`src/rtl/pipe_pkg.sv`:
```
// Shared definitions for the RV32I pipeline registers: word size, EX/MEM bundle layout
// and the occupancy-state encoding used by pipe_stage_reg.
package pipe_pkg;

    localparam int XLEN = 32;

    // Field positions inside the packed EX/MEM bundle
    localparam int FLD_ALU_OUT  = 0;
    localparam int FLD_RS2      = 1;
    localparam int EXMEM_FIELDS = 2;
    localparam int EXMEM_W      = EXMEM_FIELDS * XLEN;

    typedef enum logic [1:0] {
        ST_EMPTY = 2'd0,
        ST_FULL  = 2'd1,
        ST_SKID  = 2'd2
    } stage_state_e;

endpackage

```
`src/rtl/pipe_skid_entry.sv`:
```
// One W-bit storage entry of a pipeline stage.
// Loads on enable and clears asynchronously.
module pipe_skid_entry #(
    parameter int W = 64
) (
    input  logic         clk,
    input  logic         rst,
    input  logic         load,
    input  logic [W-1:0] d,
    output logic [W-1:0] q
);

    always_ff @(posedge clk or posedge rst) begin
        if (rst)
            q <= '0;
        else if (load)
            q <= d;
    end

endmodule

```
`src/rtl/pipe_stage_reg.sv`:
```
// Valid/ready pipeline register carrying NUM_FIELDS packed fields, with synchronous flush.
// The optional skid entry lets in_ready come from a flop instead of from out_ready.
module pipe_stage_reg
    import pipe_pkg::*;
#(
    parameter int DATA_W     = XLEN,
    parameter int NUM_FIELDS = 2,
    parameter int SKID       = 1
) (
    input  logic                         clk,
    input  logic                         rst,
    input  logic                         flush,
    input  logic                         in_valid,
    output logic                         in_ready,
    input  logic [NUM_FIELDS*DATA_W-1:0] in_data,
    output logic                         out_valid,
    input  logic                         out_ready,
    output logic [NUM_FIELDS*DATA_W-1:0] out_data,
    output logic [1:0]                   occupancy
);

    localparam int W = NUM_FIELDS * DATA_W;

    stage_state_e state_q, state_d;
    logic         in_ready_q;
    logic         accept, emit;
    logic         load_main, load_skid, main_from_skid;
    logic [W-1:0] main_d, skid_q;

    assign out_valid = (state_q != ST_EMPTY);
    assign accept    = in_valid & in_ready;
    assign emit      = out_valid & out_ready;
    assign in_ready  = (SKID != 0) ? in_ready_q : (~out_valid | out_ready);

    always_comb begin
        state_d        = state_q;
        load_main      = 1'b0;
        load_skid      = 1'b0;
        main_from_skid = 1'b0;
        if (flush) begin
            state_d = ST_EMPTY;
        end else begin
            case (state_q)
                ST_EMPTY: begin
                    if (accept) begin
                        state_d   = ST_FULL;
                        load_main = 1'b1;
                    end
                end
                ST_FULL: begin
                    if (accept) begin
                        if (emit || (SKID == 0)) begin
                            load_main = 1'b1;
                        end else begin
                            load_skid = 1'b1;
                            state_d   = ST_SKID;
                        end
                    end else if (emit) begin
                        state_d = ST_EMPTY;
                    end
                end
                ST_SKID: begin
                    if (emit) begin
                        state_d        = ST_FULL;
                        load_main      = 1'b1;
                        main_from_skid = 1'b1;
                    end
                end
                default: state_d = ST_EMPTY;
            endcase
        end
    end

    always_ff @(posedge clk or posedge rst) begin
        if (rst)
            state_q <= ST_EMPTY;
        else
            state_q <= state_d;
    end

    // Registered ready: looks ahead at whether the skid entry will be occupied
    always_ff @(posedge clk or posedge rst) begin
        if (rst)
            in_ready_q <= 1'b1;
        else
            in_ready_q <= (state_d != ST_SKID);
    end

    always_comb begin
        occupancy = 2'd0;
        case (state_q)
            ST_FULL: occupancy = 2'd1;
            ST_SKID: occupancy = 2'd2;
            default: occupancy = 2'd0;
        endcase
    end

    assign main_d = main_from_skid ? skid_q : in_data;

    pipe_skid_entry #(.W(W)) u_main (
        .clk  (clk),
        .rst  (rst),
        .load (load_main),
        .d    (main_d),
        .q    (out_data)
    );

    pipe_skid_entry #(.W(W)) u_skid (
        .clk  (clk),
        .rst  (rst),
        .load (load_skid),
        .d    (in_data),
        .q    (skid_q)
    );

endmodule

```
`config.mk`:
```
export PLATFORM = sky130hd
export DESIGN_NAME = pipe_stage_reg
export DESIGN_NICKNAME = d
export VERILOG_FILES = /design/src/rtl/pipe_pkg.sv /design/src/rtl/pipe_skid_entry.sv /design/src/rtl/pipe_stage_reg.sv
export SDC_FILE = /design/constraint.sdc
export NUM_CORES = 1
export LEC_CHECK = 0
export BUFFER_PORTS_ARGS = -buffer_cell sky130_fd_sc_hd__buf_2
export CORE_AREA = 2 2 106 108
export CTS_BUF_LIST = sky130_fd_sc_hd__clkbuf_4
export CTS_CLUSTER_SIZE = 10
export DETAILED_ROUTE_END_ITERATION = 12
export DIE_AREA = 0 0 108 110
export PLACE_DENSITY_LB_ADDON = 0.3
export SLEW_MARGIN = 20
export SYNTH_ARGS = -nofsm -noshare
export SYNTH_HDL_FRONTEND = slang
export SYNTH_SLANG_ARGS = --single-unit
```
`constraint.sdc`:
```
create_clock -name clk -period 4.09 [get_ports clk]
set_input_delay 0.2045 -clock clk [delete_from_list [all_inputs] [get_ports clk]]
set_output_delay 0.2045 -clock clk [all_outputs]
set_load 0.02 [all_outputs]
```
==> flow_summary.yaml <==
timing:
  finalHoldViolCount: 0
  final-setup-viol-count: 0
  finClkSkew_ps: 17.48
  fmax_ghz: 0.4191
  relSlewSlack_pct: 34.90
  slew_violations: 0
  fin_crit_sh_pct: 58.34
  period_minus_slack_ps: 2386
  worstMarginPinSlew_ps: 976.5
  setup_tns_ps: 0
  setup_slack_ps: 1704
  rsz0062_at_grt: "no"
synthesis:
  syn_area_per_cell_um2: 13.46
  syn-num-nets: 505
  yosysTopAreaCell: "dfrtp_1"
  synthesis.area_um2: 5868
  yosysUniqueCellTypes: 26
  postSynthCellCount: 436
  synth_top_area_share_pct: 55.44
  synth_area_leaders: "dfrtp_1, mux2_2, mux2i_1"
  yosysSeqAreaShare_pct: 55.88
  synth-seq-cells: 131
  yosys_warnings: 0
cts:
  cts_num_sinks: 131
  clk-insertion-delay-late_ps: 500
  cts-root-buf: "clkbuf_4"
  clkTransAtPathRegs_ps: 100
  clockBufferDepth: 2
  cts_tree: "done"
  h-tree-depth: 4
  cts_made_buffers: 17
route:
  drt-wirelength-per-cell_um: 14.76
  vias_per_cell: 5.080
  vias: 4013
  wirelength_um: 11660
  drt_iter0_drc: 125
  firstDrtPassIters: 4
  final_antenna_net_count: 0
  drc: 0
global_route:
  grt_pass1_wl_um: 19080
  use_met3_pct: 6.055
  grt.overflow.total: 0
  antenna_found_initial: 0
  grt_start_max_net_pins: 91
  grt_util_met1_pct: 25.55
  track_usage_pct: 20.87
  grtUsageMet2_pct: 35.18
  grt_pass1_vias: 4101
  grt_busiest_layer: "met2"
floorplan:
  rows: 38
  initial_core_util_pct: 54.85
  die-height_um: 110
  die_area_um2: 11880
  core_area_um2: 10700
  die_w_um: 108
  num_io_pins: 137
placement:
  placed_area_um2: 6524
  dpl_worst_slack_ps: 1676
  port_buffers: 136
  dp_hpwl_um: 7149
  gp_congestion: 0.7449
setup_path:
  end_kind: "register"
  path_class: "register to register"
  worstSetupStartpointType: "register"
  critPathRequiredTime_ps: 4450
  critPathArrivalTime_ps: 2740
  crit_fanout: 16
power:
  p_leak_nw: 3.192
  vdd_drop_max_mv: 0.2965
  power_density_nw_per_um2: 455.9
layout:
  fill_cells: 774
  final_cell_mix: "buf_2, dfrtp_1, dlygate4sd3_1"
  layout.cells.most_common: "buf_2"
  design_area_um2: 7450
  n_antenna_cell: 0
  layout-drive-gt1-share_pct: 46.77
  area_growth_pct: 26.95
  fin_nets: 706
job:
  drv_cap: 0
outcome:
  status: "completed"
hold_path:
  hold_path_class: "input pin to register"
## repair_timing
action | 4_1_cts | 5_1_grt
gates resized for setup | 0 | 0
hold buffers | 68 | 0
hold endpoints to repair | 203 | 0
setup buffers | 0 | 0
## where the power goes
group / switching, mW / leakage (nW) / internal, mW
registers: 0.162 / 1.53 / 1.61
clock network: 0.444 / 0.129 / 0.311
logic: 0.461 / 1.54 / 0.407
total: 1.07 / 3.19 / 2.33
## area by class of cell
class                      instances  area [um2]  share of cell area [%]
clock buffer                      20       150.1                   2.015
clock inverter                    12       91.34                   1.226
inverter                           2       10.01                  0.1344
multi-input combinational        275        2321                   31.16
sequential                       131        3279                   44.02
tap                              140       175.2                   2.351
timing repair buffer             210        1423                   19.10
## worst max-delay path: stages (launching register included)
cell      delay [ps]
dfrtp_1          490
nand2b_4         200
nor3b_4          750
buf_4            430
mux2i_1          290
a21oi_2           80
## cell families after synthesis
logic type	after synthesis	synth area share (%)
DFF	131	55.88
muxes	128	23.20
and+or+nand+nor	78	5.928
AOI/OAI and AO/OA	69	9.936
buffers and inverters	30	5.053
## per-layer routing
layer / share of wire [%] / routed length, um
met1: 43 / 5027
met2: 50 / 5785
met3: 5.6 / 656
met4: 1.7 / 193
met5: 0 / 0
## cells in the mapped netlist (all sizes together)
master and number:
mux2 64, nand4bb 1, a31oi 2, dfstp 1, inv 2, nand2 2
a21oi 64, buf 28, or2 1, nor2 67, dfrtp 130, a211o 1
a21boi 1, nand2b 1, and3b 1, nand3 1, nand3b 1, nand4b 1
o21bai 1, nor3b 1, and2b 1, mux2i 64
## path summary, 6_finish.rpt
path                                           from                        to  slack [ps]  cells past startpoint
max                            state_q[0]$_DFF_PP0_  u_main.q[31]$_DFFE_PP0P_        1700                      5
min                                        in_valid      state_q[0]$_DFF_PP0_         150                      3
max reg2reg                    state_q[0]$_DFF_PP0_  u_main.q[31]$_DFFE_PP0P_        1700                      5
min reg2reg                u_skid.q[53]$_DFFE_PP0P_  u_skid.q[53]$_DFFE_PP0P_         520                      1
max in group asynchronous                       rst        in_ready$_DFF_PP1_        2620                      4
min in group asynchronous                       rst  u_main.q[16]$_DFFE_PP0P_         470                      3
## sequential cells by signal, indices dropped and copies added (netlist names)
register and count:
u_main.q 64, u_skid.q 64, state_q 2, in_ready 1
## through the flow
| stage | hold slack (ps) | total power, mW | instances | utilization (%) |
|---|---|---|---|---|
| 3_3_place_gp | 451.2 | 2.579 | 690 | 60.98 |
| 2_1_floorplan | 268.0 | 2.358 | 436 | - |
| 4_1_cts | 88.79 | 3.436 | 790 | 69.60 |
| 3_5_place_dp | 454.8 | 2.626 | 690 | 60.98 |
| 5_1_grt | 114.2 | 3.610 | 790 | 69.64 |
| 6_report | 146.4 | 3.396 | 790 | 69.64 |
(Power assumes the default switching activity.)
